File: src/rtl/pe_mac_acc.sv
// rtl/pe_mac_acc.sv - streaming signed fixed-point MAC with round/saturate formatter (option: PE_ROUND_NEAREST_EN)
module pe_mac_acc #(
  parameter int para_int_bits  = 7,
  parameter int para_frac_bits = 9,
  parameter int para_max_len   = 16
) (
  input  logic                                  clk,
  input  logic                                  rst_n,
  input  logic                                  in_valid,
  output logic                                  in_ready,
  input  logic [para_int_bits+para_frac_bits-1:0] data_in_1,
  input  logic [para_int_bits+para_frac_bits-1:0] data_in_2,
  input  logic                                  in_last,
  output logic                                  out_valid,
  input  logic                                  out_ready,
  output logic [para_int_bits+para_frac_bits-1:0] data_out,
  output logic                                  out_sat,
  output logic                                  out_len_err
);

  localparam int W  = para_int_bits + para_frac_bits;
  localparam int F  = para_frac_bits;
  localparam int G  = $clog2(para_max_len);
  localparam int AW = 2 * W + G;

  // Signed W-bit result bounds, sign-extended to accumulator width
  localparam logic signed [AW-1:0] max_v = {{(AW-W+1){1'b0}}, {(W-1){1'b1}}};
  localparam logic signed [AW-1:0] min_v = {{(AW-W+1){1'b1}}, {(W-1){1'b0}}};
  localparam logic [G:0]           last_cnt = (G+1)'(para_max_len - 1);

  logic signed [AW-1:0] acc_q, acc_d;
  logic        [G:0]    cnt_q, cnt_d;
  logic                 first_q, first_d;
  logic                 out_valid_q, out_valid_d;
  logic        [W-1:0]  data_out_q, data_out_d;
  logic                 out_sat_q, out_sat_d;
  logic                 out_len_err_q, out_len_err_d;

  logic signed [2*W-1:0] prod;
  logic signed [AW-1:0]  prod_ext;
  logic signed [AW-1:0]  sum;
  logic signed [AW-1:0]  rnd;
  logic signed [AW-1:0]  shifted;
  logic        [W-1:0]  fmt_data;
  logic                 fmt_sat;
  logic                 accept;
  logic                 at_limit;
  logic                 end_vec;

  // Single result slot: a new term may enter whenever the slot is empty or draining
  assign in_ready = !out_valid_q || out_ready;
  assign accept   = in_valid && in_ready;
  assign at_limit = (cnt_q == last_cnt);
  assign end_vec  = in_last || at_limit;

  assign prod     = $signed(data_in_1) * $signed(data_in_2);
  assign prod_ext = {{G{prod[2*W-1]}}, prod};
  assign sum      = (first_q ? '0 : acc_q) + prod_ext;

`ifdef PE_ROUND_NEAREST_EN
  localparam logic signed [AW-1:0] rnd_half = {{(AW-1){1'b0}}, 1'b1} << (F - 1);
  assign rnd = sum + rnd_half;
`else
  assign rnd = sum;
`endif

  assign shifted = rnd >>> F;

  // Clip the rounded dot product to the signed operand range
  always_comb begin
    fmt_data = shifted[W-1:0];
    fmt_sat  = 1'b0;
    if (shifted > max_v) begin
      fmt_data = {1'b0, {(W-1){1'b1}}};
      fmt_sat  = 1'b1;
    end else if (shifted < min_v) begin
      fmt_data = {1'b1, {(W-1){1'b0}}};
      fmt_sat  = 1'b1;
    end
  end

  // Accumulate terms; on the vector-ending term load the result slot and rearm
  always_comb begin
    acc_d         = acc_q;
    cnt_d         = cnt_q;
    first_d       = first_q;
    out_valid_d   = out_valid_q;
    data_out_d    = data_out_q;
    out_sat_d     = out_sat_q;
    out_len_err_d = out_len_err_q;

    if (out_valid_q && out_ready) begin
      out_valid_d = 1'b0;
    end

    if (accept) begin
      if (end_vec) begin
        data_out_d    = fmt_data;
        out_sat_d     = fmt_sat;
        out_len_err_d = at_limit && !in_last;
        out_valid_d   = 1'b1;
        acc_d         = '0;
        cnt_d         = '0;
        first_d       = 1'b1;
      end else begin
        acc_d   = sum;
        cnt_d   = cnt_q + 1'b1;
        first_d = 1'b0;
      end
    end
  end

  // State registers; reset discards any partial vector
  always_ff @(posedge clk or negedge rst_n) begin
    if (!rst_n) begin
      acc_q         <= '0;
      cnt_q         <= '0;
      first_q       <= 1'b1;
      out_valid_q   <= 1'b0;
      data_out_q    <= '0;
      out_sat_q     <= 1'b0;
      out_len_err_q <= 1'b0;
    end else begin
      acc_q         <= acc_d;
      cnt_q         <= cnt_d;
      first_q       <= first_d;
      out_valid_q   <= out_valid_d;
      data_out_q    <= data_out_d;
      out_sat_q     <= out_sat_d;
      out_len_err_q <= out_len_err_d;
    end
  end

  assign out_valid   = out_valid_q;
  assign data_out    = data_out_q;
  assign out_sat     = out_sat_q;
  assign out_len_err = out_len_err_q;

endmodule
File: config.mk
export PLATFORM = sky130hd
export DESIGN_NAME = pe_mac_acc
export DESIGN_NICKNAME = d
export VERILOG_FILES = /design/src/rtl/pe_mac_acc.sv
export SDC_FILE = /design/constraint.sdc
export NUM_CORES = 1
export LEC_CHECK = 0
export BUFFER_PORTS_ARGS = -buffer_cell sky130_fd_sc_hd__buf_4
export CORE_UTILIZATION = 40
export DETAILED_ROUTE_END_ITERATION = 6
export GPL_TIMING_DRIVEN = 0
export HOLD_SLACK_MARGIN = 0.12
export PLACE_DENSITY = 0.63
export SETUP_SLACK_MARGIN = 0.15
export SLEW_MARGIN = 10
export SYNTH_ARGS = -nofsm -noshare
export SYNTH_HDL_FRONTEND = slang
export SYNTH_SLANG_ARGS = --single-unit
File: constraint.sdc
create_clock -name clk -period 5.03 [get_ports clk]
set_input_delay 0.2515 -clock clk [delete_from_list [all_inputs] [get_ports clk]]
set_output_delay 0.2515 -clock clk [all_outputs]
set_load 0.005 [all_outputs]
* Yosys cells after proc, flatten, opt, wreduce, memory -nomap -nowiden
Index checks and enable logic that the tools add are counted.
Cells by class: $add $sub $neg 2, multipliers 1, $lt $le $gt $ge 2, equality and inequality tests 1, muxes and demuxes 11, reduce and logical (&&, ||, !) cells 8
Operators with widths (count):
- $mux W36 | 2
- $add A36 B36 Y36 | 1
- $mul A16 B16 Y32 | 1
- $mux W16 | 2
- $gt A27 B16 Y1 const B | 1
- $lt A27 B16 Y1 const B | 1
- $mux W1 | 6
- $add A5 B1 Y5 const B | 1
- $eq A5 B4 Y1 const B | 1
- $mux W5 | 1
- $logic_and A1 B1 Y1 | 3
- $logic_not A1 Y1 | 2
- $logic_or A1 B1 Y1 | 2
- $reduce_and A2 Y1 | 1
Storage, ports and cells: register bits 61, input port bits 37, output and inout port bits 20, logic and storage cells 32

* Longest topological paths before layout
depth after elaboration 5, gate-level depth with buffers 40, mapped depth without buffers 37

* Worst setup path before layout
OpenSTA, ideal clock, no wires.
path type input port to flip-flop, start input data_in_2[6], end register data_out_q[3], in the netlist data_out[3], setup time 0.126 ns, arrival time 8.456 ns, required time 4.904 ns, path slack -3.552 ns, stages 37, path buffers 3, cell sequence clkbuf_1 and2_1 fa_1 inv_1 fa_1 fa_1 inv_1 fa_1 fa_1 inv_1 fa_1 inv_1 ha_1 a21o_1 a21o_1 a21oi_1 o21ai_0 a31oi_1 o21bai_1 a21oi_1 nand2b_1 a21oi_1 xnor2_1 ha_1 buf_2 a21oi_1 o21ai_0 or3_1 o21ai_1 nand3_1 a21o_1 a21o_1 xnor2_1 a41oi_1 nor2_2 buf_4 a21oi_1
On the way: word-level cells in the longest chain between the ends 5, elaborated cells between the ends (all ways) 6, those cells by class 1 x add/sub; 1 x mul; 2 x order compare; 2 x mux
RTL lines:
- start: declaration | line 12 | input logic [para_int_bits+para_frac_bits-1:0] data_in_2,
- $mul A16 B16 Y32 (*) | line 56 | assign prod = $signed(data_in_1) * $signed(data_in_2);
- $add A36 B36 Y36 (*) | line 58 | assign sum = (first_q ? '0 : acc_q) + prod_ext;
- $lt A27 B16 Y1 | line 76 | end else if (shifted < min_v) begin
- $mux W16 | line 76
- $mux W16 (*) | line 73 | if (shifted > max_v) begin
- end signal: assignment | line 128 | data_out_q <= data_out_d;
- end: declaration | line 35 | logic [W-1:0] data_out_q, data_out_d;
Mark *: on every way between the ends. The rest lies on a longest branch, timed or not. A chain may end at the register's enable or synchronous reset.

* Worst setup path in the final report
start input data_in_1[12], end register data_out_q[4], in the netlist data_out[4]
On the way: word-level cells in the longest chain between the ends 5, elaborated cells between the ends (all ways) 6, those cells by class 1 x add/sub; 1 x mul; 2 x order compare; 2 x mux
RTL lines:
- start: declaration | line 11 | input logic [para_int_bits+para_frac_bits-1:0] data_in_1,
- $mul A16 B16 Y32 (*) | line 56
- $add A36 B36 Y36 (*) | line 58
- $lt A27 B16 Y1 | line 76
- $mux W16 | line 76
- $mux W16 (*) | line 73
Marked as above.

==> flow_summary_export.csv <==
group,metric,value,unit
outcome,status,"complete, but fails checks",
outcome,failed_checks,"design-rule violations, negative setup slack",
synthesis,synth_edf_count,0,
drt,routedWlPerCell,17.62,um
sta,slew_violations,0,
synthesis,yosysTopAreaCellShare,36.29,%
synthesis,syn_nets,2057,
setup_path,slowest_stage,"or4_4",
clocking,cts.sinks,61,
sta,worst_pin_slew,0.8957,ns
layout,fin_util,53.50,%
layout,regArea,1528,um2
setup_path,crit_path_start_kind,"input pin",
drt,vias,11870,
sta,relSlewSlack,39.83,%
synthesis,yosysUniqueCellTypes,64,
sta,worst_slack,-3.396,ns
place,place.gp.congestion,0.9304,
setup_path,critPathCaptureType,"flip-flop",
clocking,cts_max_path_buffers,2,
synthesis,yosys-top-cells-count,"inv_1 (323), fa_1 (263), nand2_1 (191)",
sta,rsz0062_at_grt,"true",
layout,drive_above_1_share,28.12,%
setup_path,crit_path_start,"data_in_1[12]",
floorplan,die_w,192.5,um
setup_path,worstPathArrival,8.69,ns
setup_path,crit_required,5.30,ns
synthesis,synthFlopType,"dfrtp_1",
sta,clock.fmax,118.7,MHz
synthesis,synth_top_area_cell,"fa_1",
layout,diodes,0,
grt,grt_pass1_vias,12610,
floorplan,core_area,35660,um2
drt,drc,14,
grt,grt.overflow.total,0,
setup_path,path_class,"in2reg",
sta,fin_skew,0.01442,ns
setup_path,r2r-start,"first_q$_DFFE_PN1P_",
setup_path,critPathCapture,"data_out[4]$_DFFE_PN0P_",
setup_path,crit_fanout,7,
drt,vias_per_cell,5.139,
clocking,numCtsBuffers,9,
sta,setup_viol,44,
worst_hold_path,hp-class,"in2reg",
synthesis,synth.most_common_cell,"inv_1",
clocking,cts_max_level,3,
grt,grt_max_degree,62,
floorplan,chipHeight,192.5,um
floorplan,start_util,40.70,%
setup_path,cp_slowest_stage_delay,0.58,ns
synthesis,ys_ff_latch,61,
setup_path,reg2reg_to,"data_out[4]$_DFFE_PN0P_",
clocking,cts_tree,"built",
sta,period_share,167.5,%
layout,syn_to_final_growth,31.46,%
synthesis,yosysSeqAreaShare,10.53,%
layout,fillCellCount,3132,
synthesis,postSynthCellCount,1638,
synthesis,netlist_top_cells_area,"fa_1 (36%), dfrtp_1 (10%), ha_1 (10%)",
place,port_buffers,56,
floorplan,core.rowCount,69,
synthesis,netlist_area,14510,um2
run,max-cap-violations,0,
drt,ant_nets,0,
drt,drtIter0Drc,678,
layout,nets,2264,
sta,period_needed,8.426,ns
place,hpwlAfterDp,31.39,mm
floorplan,io_pins,57,
clocking,cts_root_buffer,"clkbuf_16",
synthesis,syn_avg_cell_area,8.858,um2
sta,hold_violations,0,
synthesis,yosysWarnings,0,
clocking,clk-insertion-delay-late,0.34,ns
setup_path,rrSetupSlack,0,ns
drt,wirelength,40.71,mm
setup_path,r2r_cells,19,
grt,grt_usage,23.03,%
floorplan,dieArea,37040,um2
layout,multi_input_area,12920,um2
setup_path,critPathMostFrequentCell,"fa_1",
grt,grt_pass1_wl,66.49,mm
grt,antenna_found_initial,0,
clocking,clkTransAtPathRegs,0.05,ns
drt,first_pass_iters,7,
synthesis,synth-async-reset-ratio,100.0,%
per-stage QoR:
stage / setup slack, ns / hold WS, ns / cell area, um2 / setup TNS [ns] / std cells
after floorplan: -3.080 / -0.04409 / 15080 / -85.69 / 1638
after global routing: -3.638 / 0.2600 / 19070 / -114.26 / 2310
final: -3.396 / 0.2323 / 19070 / -104.76 / 2310
after detailed placement: -4.274 / 0.4095 / 16070 / -130.70 / 2155
after global placement: -4.262 / 0.3970 / 16070 / -129.63 / 2155
after CTS: -3.136 / 0.2252 / 18160 / -96.10 / 2265
critical path, delay by kind of cell:
kind	cells	cell delay [ns]
multiplexers	1	0.26
adder cells (fa/ha/maj)	8	3.56
buffers and inverters	10	1.06
AO/OA/AOI/OAI	12	1.98
AND/OR/NAND/NOR	8	1.54
cells by family after synthesis:
group / Yosys count / share of synthesized area [%]
fa+ha+maj: 382 / 46.55
buf+inv: 384 / 10.07
mux: 3 / 0.2070
simple gates: 482 / 16.47
compound gates: 255 / 11.80
xor+xnor: 71 / 4.380
flops: 61 / 10.53
layout by cell type (no fill, tap or decap), types with 10 or more instances in the layout:
master     count
a21oi_2       45
dfrtp_1       60
buf_4        151
and2_4        12
o21ai_2       13
nor2_1        48
and2_1       111
o21ai_0       14
xor2_2        10
clkbuf_16     25
a21oi_1       29
ha_1          90
fa_1         254
a21o_1        25
buf_6         43
ha_2          10
o21ai_1       24
xnor2_1       32
nor2b_1       39
nand2b_1      18
inv_1        304
xnor2_2       14
nand2_1      162
ha_4          19
inv_2         17
clkbuf_1      14
nand2_2       21
a22o_1        19
metal layers:
metal	vias to the layer above	GRT usage [%]	wire [um]
met3	66	2.128	1939
met1	5972	31.75	18250
met5	-	0	0
li1	5520	-	-
met2	313	38.52	19390
met4	0	6.420	1128
how the worst min path moves through the flow:
stage               slack [ns]                     to       from  depth (start not counted)
detailed placement        0.41  acc_q[31]$_DFFE_PN0P_      rst_n                          1
CTS                       0.23    out_valid$_DFF_PN0_  out_ready                          3
global placement          0.40  acc_q[29]$_DFFE_PN0P_      rst_n                          1
global route              0.26    out_valid$_DFF_PN0_  out_ready                          3
floorplan                -0.04   acc_q[0]$_DFFE_PN0P_      rst_n                          0
finish                    0.23    out_valid$_DFF_PN0_  out_ready                          3
sequential cells by signal, indices dropped and copies added, names as in the netlist:
| signal | count |
|---|---|
| acc_q | 36 |
| cnt_q | 5 |
| data_out | 16 |
| first_q | 1 |
| out_len_err | 1 |
| out_sat | 1 |
| out_valid | 1 |
cell type report:
type                            count  area share [%]
Buffer                             61           4.093
Clock buffer                       12           1.345
Clock inverter                      3          0.2361
Inverter                          323           6.382
Multi-Input combinational cell   1193           67.73
Sequential cell                    61           8.009
Tap cell                          461           3.024
Timing Repair Buffer              196           9.177
repair_timing:
item	in CTS	in global routing
hold buffers	2	0
buffers inserted	92	44
cloned	1	1
setup endpoints to repair	45	45
pin swaps	100	72
resized for setup	223	127
hold endpoints to repair	61	0
Power is left out: the tool's default activity adds up to more than one toggle a clock period on the data nets, which glitch-free logic cannot reach.
